**config.mk**
```make
export PLATFORM = sky130hd
export DESIGN_NAME = pc_sequencer_flat
export DESIGN_NICKNAME = d
export VERILOG_FILES = /design/src/rtl/pic_pkg.sv /design/src/rtl/pc_sequencer_if.sv /design/src/rtl/pc_sequencer_call_stack.sv /design/src/rtl/pc_sequencer.sv /design/src/flat_wrapper.sv
export SDC_FILE = /design/constraint.sdc
export NUM_CORES = 1
export LEC_CHECK = 0
export BUFFER_PORTS_ARGS = -buffer_cell sky130_fd_sc_hd__buf_2
export CELL_PAD_IN_SITES_DETAIL_PLACEMENT = 0
export CELL_PAD_IN_SITES_GLOBAL_PLACEMENT = 1
export CORE_ASPECT_RATIO = 1.5
export CORE_MARGIN = 1
export CORE_UTILIZATION = 50
export DETAILED_ROUTE_END_ITERATION = 10
export PLACE_DENSITY = 0.81
export SETUP_SLACK_MARGIN = 0.3
export SLEW_MARGIN = 20
export SYNTH_ARGS = -nofsm -noshare
export SYNTH_HDL_FRONTEND = slang
export SYNTH_SLANG_ARGS = --single-unit
```
**constraint.sdc**
```tcl
create_clock -name clk -period 4.4 [get_ports clk]
set_input_delay 0.88 -clock clk [delete_from_list [all_inputs] [get_ports clk]]
set_output_delay 0.88 -clock clk [all_outputs]
set_load 0.02 [all_outputs]
```
**src/rtl/pic_pkg.sv**
```systemverilog
// Shared definitions for the PIC-style program-flow controller.
// Latency: n/a (constants, types and a pure decode function only).
// Backpressure: n/a.
//
// Holds the counter width, the one-hot Q-phase encodings, the opcode
// match masks/patterns for every control-flow instruction, and the NOP
// encoding. decode_flow() classifies an opcode by its effect on program flow.
package pic_pkg;

    localparam int PC_W = 11;
    localparam int OP_W = 14;

    typedef logic [3:0]      qphase_t;
    typedef logic [OP_W-1:0] opcode_t;

    localparam qphase_t Q1 = 4'b0001;
    localparam qphase_t Q2 = 4'b0010;
    localparam qphase_t Q3 = 4'b0100;
    localparam qphase_t Q4 = 4'b1000;

    // Each instruction matches when (opcode & MASK) == PAT.
    localparam opcode_t GOTO_MASK   = 14'h3800;
    localparam opcode_t GOTO_PAT    = 14'h2800;
    localparam opcode_t CALL_MASK   = 14'h3800;
    localparam opcode_t CALL_PAT    = 14'h2000;
    localparam opcode_t RETURN_MASK = 14'h3FFF;
    localparam opcode_t RETURN_PAT  = 14'h0008;
    localparam opcode_t RETFIE_MASK = 14'h3FFF;
    localparam opcode_t RETFIE_PAT  = 14'h0009;
    localparam opcode_t RETLW_MASK  = 14'h3C00;
    localparam opcode_t RETLW_PAT   = 14'h3400;
    localparam opcode_t BTFSC_MASK  = 14'h3C00;
    localparam opcode_t BTFSC_PAT   = 14'h1800;
    localparam opcode_t BTFSS_MASK  = 14'h3C00;
    localparam opcode_t BTFSS_PAT   = 14'h1C00;
    localparam opcode_t DECFSZ_MASK = 14'h3F00;
    localparam opcode_t DECFSZ_PAT  = 14'h0B00;
    localparam opcode_t INCFSZ_MASK = 14'h3F00;
    localparam opcode_t INCFSZ_PAT  = 14'h0F00;

    localparam opcode_t NOP = 14'h0000;

    typedef enum logic [2:0] {
        FLOW_SEQ  = 3'd0,   // plain fall-through
        FLOW_GOTO = 3'd1,
        FLOW_CALL = 3'd2,
        FLOW_RET  = 3'd3,   // RETURN, RETFIE, RETLW
        FLOW_SKIP = 3'd4    // conditional skip, outcome from the ALU
    } flow_e;

    function automatic logic op_is(input opcode_t op, input opcode_t mask, input opcode_t pat);
        return (op & mask) == pat;
    endfunction

    function automatic flow_e decode_flow(input opcode_t op);
        flow_e f;
        f = FLOW_SEQ;
        if (op_is(op, GOTO_MASK, GOTO_PAT))
            f = FLOW_GOTO;
        else if (op_is(op, CALL_MASK, CALL_PAT))
            f = FLOW_CALL;
        else if (op_is(op, RETURN_MASK, RETURN_PAT) || op_is(op, RETFIE_MASK, RETFIE_PAT) ||
                 op_is(op, RETLW_MASK, RETLW_PAT))
            f = FLOW_RET;
        else if (op_is(op, BTFSC_MASK, BTFSC_PAT) || op_is(op, BTFSS_MASK, BTFSS_PAT) ||
                 op_is(op, DECFSZ_MASK, DECFSZ_PAT) || op_is(op, INCFSZ_MASK, INCFSZ_PAT))
            f = FLOW_SKIP;
        return f;
    endfunction

endpackage

```
**src/rtl/pc_sequencer_if.sv**
```systemverilog
// Bundle between the program-flow controller and the rest of the core.
// Latency: n/a (wires only).
// Backpressure: none; the core consumes q/counter/flush every clock.
//
// Ports: opcode/skip flow from the core into the sequencer; q, counter,
// flush and the stack status flow out. master = sequencer, slave = core.
interface pc_sequencer_if #(
    parameter int PC_W        = pic_pkg::PC_W,
    parameter int STACK_DEPTH = 8
);
    localparam int SP_W = $clog2(STACK_DEPTH);

    logic [13:0]     opcode;
    logic            skip;
    logic [3:0]      q;
    logic [PC_W-1:0] counter;
    logic            flush;
    logic [SP_W-1:0] stack_ptr;
    logic            stack_ovf;
    logic            stack_unf;

    modport master (
        input  opcode, skip,
        output q, counter, flush, stack_ptr, stack_ovf, stack_unf
    );

    modport slave (
        output opcode, skip,
        input  q, counter, flush, stack_ptr, stack_ovf, stack_unf
    );
endinterface

```
**src/rtl/pc_sequencer_call_stack.sv**
```systemverilog
// Hardware return stack: circular LIFO with occupancy count and sticky ovf/unf.
// Latency: push/pop take effect on the clk edge they are asserted; pop_dat is combinational.
// Backpressure: none; pushing when full overwrites the oldest entry, popping when empty wraps.
//
// Ports: clk, reset (async, active high); push/push_dat, pop/pop_dat;
// stack_ptr (next free slot), stack_ovf, stack_unf.
module call_stack #(
    parameter int PC_W        = 11,
    parameter int STACK_DEPTH = 8
) (
    input  logic                           clk,
    input  logic                           reset,
    input  logic                           push,
    input  logic [PC_W-1:0]                push_dat,
    input  logic                           pop,
    output logic [PC_W-1:0]                pop_dat,
    output logic [$clog2(STACK_DEPTH)-1:0] stack_ptr,
    output logic                           stack_ovf,
    output logic                           stack_unf
);
    localparam int SP_W  = $clog2(STACK_DEPTH);
    localparam int CNT_W = $clog2(STACK_DEPTH + 1);
    localparam logic [CNT_W-1:0] FULL = CNT_W'(STACK_DEPTH);

    logic [PC_W-1:0]  entry_q [STACK_DEPTH];
    logic [PC_W-1:0]  entry_d [STACK_DEPTH];
    logic [SP_W-1:0]  ptr_q, ptr_d;
    logic [CNT_W-1:0] count_q, count_d;
    logic             ovf_q, ovf_d;
    logic             unf_q, unf_d;
    logic [SP_W-1:0]  ptr_dec;

    // Depth is a power of two, so pointer arithmetic wraps for free.
    assign ptr_dec = ptr_q - 1'b1;
    // The top entry is always presented; on an empty pop this is the
    // wrapped (stale) entry, which is what the core gets back.
    assign pop_dat = entry_q[ptr_dec];

    always_comb begin
        entry_d = entry_q;
        ptr_d   = ptr_q;
        count_d = count_q;
        ovf_d   = ovf_q;
        unf_d   = unf_q;
        if (push) begin
            entry_d[ptr_q] = push_dat;
            ptr_d          = ptr_q + 1'b1;
            if (count_q == FULL)
                ovf_d = 1'b1;
            else
                count_d = count_q + 1'b1;
        end else if (pop) begin
            ptr_d = ptr_dec;
            if (count_q == '0)
                unf_d = 1'b1;
            else
                count_d = count_q - 1'b1;
        end
    end

    always_ff @(posedge clk or posedge reset) begin
        if (reset) begin
            for (int i = 0; i < STACK_DEPTH; i++)
                entry_q[i] <= '0;
            ptr_q   <= '0;
            count_q <= '0;
            ovf_q   <= 1'b0;
            unf_q   <= 1'b0;
        end else begin
            entry_q <= entry_d;
            ptr_q   <= ptr_d;
            count_q <= count_d;
            ovf_q   <= ovf_d;
            unf_q   <= unf_d;
        end
    end

    assign stack_ptr = ptr_q;
    assign stack_ovf = ovf_q;
    assign stack_unf = unf_q;

endmodule

```
**src/rtl/pc_sequencer.sv**
```systemverilog
// Program-flow controller: Q1..Q4 phase strobes, program counter, branch/skip decode, return stack.
// Latency: counter/flush/stack update once per instruction cycle, on the clk edge ending Q4.
// Backpressure: none; the core runs lock-step with the phase strobes.
//
// Ports: clk, reset (async, active high); bus (master side of pc_sequencer_if):
// opcode/skip in; q, counter, flush, stack_ptr, stack_ovf, stack_unf out.
// Branch targets come from opcode[PC_W-1:0], so PC_W must not exceed 11.
module pc_sequencer #(
    parameter int PC_W         = pic_pkg::PC_W,
    parameter int STACK_DEPTH  = 8,
    parameter int RESET_VECTOR = 0
) (
    input  logic           clk,
    input  logic           reset,
    pc_sequencer_if.master bus
);
    import pic_pkg::*;

    qphase_t         q_q, q_d;
    logic [PC_W-1:0] counter_q, counter_d;
    logic            flush_q, flush_d;
    logic            end_q4;
    flow_e           flow;
    logic            push, pop;
    logic [PC_W-1:0] pop_dat;
    logic [PC_W-1:0] counter_inc;
    logic [PC_W-1:0] target;

    assign end_q4      = (q_q == Q4);
    assign counter_inc = counter_q + 1'b1;      // wraps modulo 2^PC_W
    assign target      = bus.opcode[PC_W-1:0];

    // An annulled instruction behaves exactly like a NOP: its opcode and
    // the ALU skip flag are never looked at.
    assign flow = flush_q ? FLOW_SEQ : decode_flow(bus.opcode);

    always_comb begin
        q_d       = {q_q[2:0], q_q[3]};
        counter_d = counter_q;
        flush_d   = flush_q;
        push      = 1'b0;
        pop       = 1'b0;
        if (end_q4) begin
            case (flow)
                FLOW_GOTO: begin
                    counter_d = target;
                    flush_d   = 1'b1;
                end
                FLOW_CALL: begin
                    push      = 1'b1;           // counter already holds the return address
                    counter_d = target;
                    flush_d   = 1'b1;
                end
                FLOW_RET: begin
                    pop       = 1'b1;
                    counter_d = pop_dat;
                    flush_d   = 1'b1;
                end
                FLOW_SKIP: begin
                    counter_d = counter_inc;
                    flush_d   = bus.skip;       // annul the already-fetched next instruction
                end
                default: begin
                    counter_d = counter_inc;
                    flush_d   = 1'b0;
                end
            endcase
        end
    end

    always_ff @(posedge clk or posedge reset) begin
        if (reset) begin
            q_q       <= Q1;
            counter_q <= PC_W'(RESET_VECTOR);
            flush_q   <= 1'b1;                  // nothing valid in the pipeline yet
        end else begin
            q_q       <= q_d;
            counter_q <= counter_d;
            flush_q   <= flush_d;
        end
    end

    call_stack #(
        .PC_W        (PC_W),
        .STACK_DEPTH (STACK_DEPTH)
    ) u_call_stack (
        .clk       (clk),
        .reset     (reset),
        .push      (push),
        .push_dat  (counter_q),
        .pop       (pop),
        .pop_dat   (pop_dat),
        .stack_ptr (bus.stack_ptr),
        .stack_ovf (bus.stack_ovf),
        .stack_unf (bus.stack_unf)
    );

    assign bus.q       = q_q;
    assign bus.counter = counter_q;
    assign bus.flush   = flush_q;

endmodule

```
**src/flat_wrapper.sv**
```systemverilog
// flat-port wrapper written by rule: the top's interface ports become plain ports
module pc_sequencer_flat import pic_pkg::*;
#(
    parameter int PC_W         = pic_pkg::PC_W,
    parameter int STACK_DEPTH  = 8,
    parameter int RESET_VECTOR = 0
)
  (clk, reset, bus_opcode, bus_skip, bus_q, bus_counter, bus_flush, bus_stack_ptr, bus_stack_ovf, bus_stack_unf);
  pc_sequencer_if #(.PC_W(PC_W), .STACK_DEPTH(STACK_DEPTH)) bus_i ();
  input  logic clk;
  input  logic reset;
  input wire logic [$bits(bus_i.opcode)-1:0] bus_opcode;
  input wire logic [$bits(bus_i.skip)-1:0] bus_skip;
  output wire logic [$bits(bus_i.q)-1:0] bus_q;
  output wire logic [$bits(bus_i.counter)-1:0] bus_counter;
  output wire logic [$bits(bus_i.flush)-1:0] bus_flush;
  output wire logic [$bits(bus_i.stack_ptr)-1:0] bus_stack_ptr;
  output wire logic [$bits(bus_i.stack_ovf)-1:0] bus_stack_ovf;
  output wire logic [$bits(bus_i.stack_unf)-1:0] bus_stack_unf;
  assign bus_i.opcode = bus_opcode;
  assign bus_i.skip = bus_skip;
  assign bus_q = bus_i.q;
  assign bus_counter = bus_i.counter;
  assign bus_flush = bus_i.flush;
  assign bus_stack_ptr = bus_i.stack_ptr;
  assign bus_stack_ovf = bus_i.stack_ovf;
  assign bus_stack_unf = bus_i.stack_unf;
  pc_sequencer #(.PC_W(PC_W), .STACK_DEPTH(STACK_DEPTH), .RESET_VECTOR(RESET_VECTOR)) u_core (.clk(clk), .reset(reset), .bus(bus_i));
endmodule
```
Yosys cells after proc, flatten, opt, wreduce, memory -nomap -nowiden
Index checks and enable logic that the tools add are counted.
- output and inout port bits: 21
- memory bits (read-only): 0
- input port bits: 17
- logic and storage cells: 79
- register bits: 113
- RAM bits: 0
- latch bits: 0
- memories kept: 0
- multiplexer cells: 23
- shifts and indexed selects: 0
- reductions and logical operators: 13
- bitwise logic cells: 3
- divide/modulo/power cells: 0
- eq/ne operators: 17
- $add $sub $neg: 5
- multipliers: 0
- order comparisons: 3
- operators with widths (operator ; number):
    $bwmux 88 ; 1
    $bmux 11 s3 ; 1
    $demux 11 s3 ; 1
    $mux 11 ; 3
    $eq 14x4->1 const B ; 2
    $pmux 11 s2 ; 1
    $mux 3 ; 7
    $mux 4 ; 4
    $eq 4x4->1 const B ; 3
    $eq 6x4->1 const B ; 2
    $add 11x1->11 const B ; 1
    $eq 3x3->1 const B ; 3
    $eq 4x3->1 const B ; 2
    $ge 4x4->1 const B ; 2
    $not 3->4 ; 2
    $eq 3x2->1 const B ; 2
    $reduce_and 3->1 ; 2
    $logic_or 1x1->1 ; 5
    $add 4x1->4 const B ; 1
    $logic_not 4->1 ; 1
    $lt 4x1->1 const B ; 1
    $mux 1 ; 4
    $sub 4x1->4 const B ; 1
    $add 3x1->3 const B ; 1
    11 further kinds ; 11

Logic depth before layout (Yosys ltp)
- word-level depth: 14
- gate-level depth with buffers: 11
- depth with buffers taken out: 10

Cells and area by module
Synthesis repeated with hierarchy kept, for this count alone.
- cells, all modules: 417
- area, all modules: 5718.0 sq um
- by module, submodules not included (module ; times used ; seq. area each (sq um) ; cells an instance ; area an instance (sq um)):
    call_stack ; 1 ; 2427.3 ; 285 ; 4589.4
    pc_sequencer ; 1 ; 402.9 ; 132 ; 1128.6

Worst setup path before layout
OpenSTA, ideal clock, no wires.
- path kind: flip-flop to flip-flop
- start: register u_core.u_call_stack.ptr_q[0], in the netlist u_core.u_call_stack.stack_ptr[0]
- end: register u_core.counter_q[10], in the netlist u_core.bus.counter[10]
- path slack: 1.434 ns
- buffers on the path: 5
- arrival: 2.840 ns
- required time: 4.273 ns
- stages on the path, launching flop included: 12
- cells stage by stage: dfrtp_1 buf_2 buf_4 inv_1 ha_1 buf_2 buf_2 buf_2 mux4_2 mux2_2 nand2_1 a31oi_1
- word-level cells in the longest chain between the ends: 6
- ends and longest elaborated chain (element ; RTL line ; RTL):
    from (decl) ; pc_sequencer_call_stack.sv:27 ; logic [SP_W-1:0] ptr_q, ptr_d;
    from (signal assigned) ; pc_sequencer_call_stack.sv:71 ; ptr_q <= ptr_d;
    $sub 3x1->3 ; pc_sequencer_call_stack.sv:34 ; assign ptr_dec = ptr_q - 1'b1;
    $not 3->4 (implied by the code) ; pc_sequencer_call_stack.sv:37 ; assign pop_dat = entry_q[ptr_dec];
    $bmux 11 s3 ; pc_sequencer_call_stack.sv:37 ;
    $mux 11 (implied by the code) (2 in a row) ; pc_sequencer_call_stack.sv:37 ;
    $pmux 11 s2 ; pc_sequencer.sv:44 ; case (flow)
    to (signal assigned) ; pc_sequencer.sv:74 ; counter_q <= PC_W'(RESET_VECTOR);
    to (signal assigned) ; pc_sequencer.sv:78 ; counter_q <= counter_d;
    to (decl) ; pc_sequencer.sv:20 ; logic [PC_W-1:0] counter_q, counter_d;
Every way passes these cells. The select of a mux whose other input is x is not followed.
A chain may end at the register's enable or synchronous reset.

Final worst setup path
- start: register u_core.u_call_stack.ptr_q[1], in the netlist u_core.u_call_stack.stack_ptr[1]
- end: register u_core.counter_q[7], in the netlist u_core.bus.counter[7]
The elaborated chain is that of the path after synthesis.

==> results.txt <==
----------------------------------------------------
[Outcome]
  Run status ... finished clean

[Critical path]
  CP Max Fanout ... 20
  Number of cell instances on the worst register-to-register path ... 6
  R2R setup slack ... 1.59 ns
  Required time reported for the critical path endpoint ... 4.69 ns
  Delay contributed by the slowest stage of the critical path ... 0.81 ns
  Endpoint arrival time on the critical path ... 3.10 ns
  Capturing element of the worst setup path ... u_core.bus.counter[7]
  Type of element launching the critical path ... flop
  Kind of cell adding the most delay to the critical path ... multiplexers
  Worst r2r dst ... u_core.bus.counter[7]
  Critical path endpoint category ... flop
  Worst path cell trace ... inv_1, ha_2, mux4_2, mux2_2, nand2_1, a31oi_1
  Class of the most critical setup path ... flop to flop
  Reg2reg start ... u_core.u_call_stack.stack_ptr[1]
  Slowest cell on the critical path ... ha_2
  Buffers plus inverters on the worst setup path ... 1
  Critical path launch point ... u_core.u_call_stack.stack_ptr[1]
  Instance count on the critical path ... 6

[Place]
  Global placement routability congestion ... 0.801
  Detailed Place HPWL ... 7900 microns
  Number of buffers inserted by port buffering ... 37

[STA]
  RSZ-0062 raised after global routing ... no
  Setup TNS ... 0 ns
  Final Max Tran Viols ... 0
  Number of hold violations in the final report ... 0
  Layout Skew ... 0.0105 ns
  Highest attainable clock frequency ... 356 MHz
  Post-route fraction of the period consumed by the critical path ... 0.639
  Final setup vio count ... 0
  Fin crit period ... 2.81 ns
  Least-Margin Pin Slew ... 0.892 ns
  Worst slew margin relative to its limit ... 0.401

[Global route]
  Maximum number of pins on one net before global-route repair ... 62
  Number of antenna violations at the first check in global routing ... 0
  Number of global-route vias before repair ... 3877
  Global-route wire length before repair ... 20200 microns
  Residual overflow from global routing ... 0
  Overall global routing resource usage ... 0.233

[Cells and area]
  Combined flip-flop and latch cell area ... 0.00283 sq mm
  Share of cells above drive strength 1 ... 0.391
  Most frequent cells in the layout ... dfrtp_1 (111), mux2_2 (61), mux2_1 (40)
  Core utilization of the finished layout ... 0.599
  Most common cell after layout, fill and taps aside ... dfrtp_1
  Combined area of the multi-input logic cells ... 0.00263 sq mm
  Count of filler cells inserted in the layout ... 859
  Layout overhead on the synthesized area ... 16.8%
  Total Nets Final ... 473
  Antenna Cells ... 0

[Die]
  Die extent in x ... 88.7 microns
  Number of top-level pins ... 38
  Die outline area ... 0.0117 sq mm
  Core region area ... 0.0110 sq mm
  Site row count ... 47
  Initial standard-cell utilization of the core ... 0.513
  Die Span Y ... 132 microns

[Logic synthesis]
  Post-synthesis cell area ... 0.00564 sq mm
  Synthesized instance count ... 417
  Async set-reset flop share out of synthesis ... 1.00
  Number of enable-type register cells in the synthesized netlist ... 0
  Distinct cell type count after synthesis ... 45
  Sequential area share after synthesis ... 0.502
  Average cell area after synthesis ... 13.5 sq um
  Dominant synthesized flop cell ... dfrtp_1
  Number of synthesized register bits ... 113
  Synthesis Warnings ... 0
  Net count after synthesis ... 440

[Worst hold path]
  Hold/Removal Path Class ... flop to flop

[Detailed routing]
  DR vias/cell ... 5.82
  Count of nets left with antenna violations after detail routing ... 0
  Total Routed Length ... 12000 microns
  Drc violations ... 0
  Violation count after the first detailed-route iteration ... 151
  Pre-Repair DR Iteration Count ... 4
  Average detailed-routed wire length per instance ... 19.6 microns
  Detailed-route via count ... 3550

[Clock tree]
  TritonCTS Buffers ... 17
  Max H-tree Level ... 4
  CTS Hold Bufs ... 0
  Sinks on the clock net ... 113
  Buffers from clock root to sink, at most ... 2
  Clock Latency Late Sink ... 0.41 ns
  Post-CTS Resized ... 0
  Cell chosen for the clock root ... clkbuf_16
  CTS tree ... yes
  Number of setup buffers added after CTS ... 0
  Clock input transition at the sequential cells of the worst setup and hold paths ... 0.05 ns

[Power and ir drop]
  VDD IR-drop max ... 0.257 mV
  Switching power share of the total ... 0.210
  Seq pwr share ... 0.416
  Cell internal pwr ... 2040 uW
  Part of the total power dissipated in the clock network ... 0.553
  Reported leakage power ... 0.00321 uW
  Combinational group share of total power ... 0.030
  Switching power of the nets ... 541 uW
  P per Cell Area ... 392 mW/mm^2

[Job]
  Max_cap viols ... 0

----------------------------------------------------
## synth_stat cells, types with 4 or more instances
cell type,instances,share of area
dfrtp_1,111,0.49
mux2_2,61,0.12
mux2_1,40,0.080
mux4_2,22,0.088
nor2_1,16,0.011
a31oi_1,15,0.017
buf_2,15,0.013
clkbuf_1,15,0.010
a21oi_1,14,0.012
nand2_1,13,0.0087
or3_1,11,0.012
xnor2_1,9,0.014
nor3_1,7,0.0062
nand3_1,6,0.0053
xor2_1,6,0.0093
buf_4,5,0.0067
ha_1,5,0.011
inv_1,5,0.0033
nand4_1,5,0.0055
nor4_4,4,0.015
## sequential cells by signal, indices dropped and copies added (netlist names)
signal and flops:
u_core.u_call_stack.stack_unf 1, u_core.bus.counter 11, u_core.u_call_stack.stack_ovf 1, u_core.u_call_stack.count_q 4, u_core.u_call_stack.entry_q 88, u_core.bus.flush 1, u_core.bus.q 4, u_core.u_call_stack.stack_ptr 3
## area by class of cell
| class | instances | share of cell area |
|---|---|---|
| tap | 147 | 0.0279 |
| timing repair buffer | 50 | 0.0429 |
| inverter | 7 | 0.00475 |
| clock buffer | 23 | 0.0756 |
| sequential | 113 | 0.430 |
| multi-input combinational | 261 | 0.400 |
| clock inverter | 9 | 0.0196 |
## power groups by stage
stage	Sequential, uW	Combinational [uW]	Clock, uW
6_report	1070	78.3	1430
5_1_grt	1080	89.8	1500
4_1_cts	1070	79.7	1440
3_5_place_dp	1090	79.3	0
3_3_place_gp	1090	77.8	0
2_1_floorplan	1080	57.3	0
## routing by layer
metal | up-vias | GRT usage | routed length (microns)
li1 | 1603 | - | -
met1 | 1840 | 0.300 | 5150
met2 | 88 | 0.379 | 6150
met3 | 19 | 0.0576 | 419
met4 | 0 | 0.0833 | 244
met5 | - | 0 | 0
## cells by family after synthesis
logic type / Yosys count / synth area share
adders and majority gates: 6 / 0.0146
DFF: 113 / 0.502
muxes: 123 / 0.289
xor gates and xnor gates: 15 / 0.0233
AOI/OAI and AO/OA: 43 / 0.0481
buffers and inverters: 43 / 0.0357
and+or+nand+nor: 74 / 0.0870
## worst min-delay path by stage
stage	slack (ns)	cells after the start	start	end
6_report	0.42	0	u_core.bus.q[3]	u_core.bus.q[0]
2_1_floorplan	0.45	1	u_core.u_call_stack.entry_q[55]	u_core.u_call_stack.entry_q[55]
4_1_cts	0.43	0	u_core.bus.q[3]	u_core.bus.q[0]
3_5_place_dp	0.42	0	u_core.bus.q[3]	u_core.bus.q[0]
5_1_grt	0.44	0	u_core.bus.q[3]	u_core.bus.q[0]
3_3_place_gp	0.42	0	u_core.bus.q[3]	u_core.bus.q[0]
## worst reg2reg max path, stage by stage, from the launching register on
cell,delay (ns)
dfrtp_1,0.58
inv_1,0.27
ha_2,0.81
mux4_2,0.59
mux2_2,0.29
nand2_1,0.08
a31oi_1,0.08
## stage by stage
step           total power [uW]  hold slack, ns  cell area, sq um  worst slack, ns  instances
2_1_floorplan              1140           0.452              5640            0.536        417
3_3_place_gp               1170           0.417              5950             1.31        578
3_5_place_dp               1170           0.419              5950             1.25        578
4_1_cts                    2590           0.426              6580             1.22        610
5_1_grt                    2660           0.436              6590             1.38        610
6_report                   2580           0.416              6590             1.59        610
Note: power is estimated with default switching activity, not from simulation.
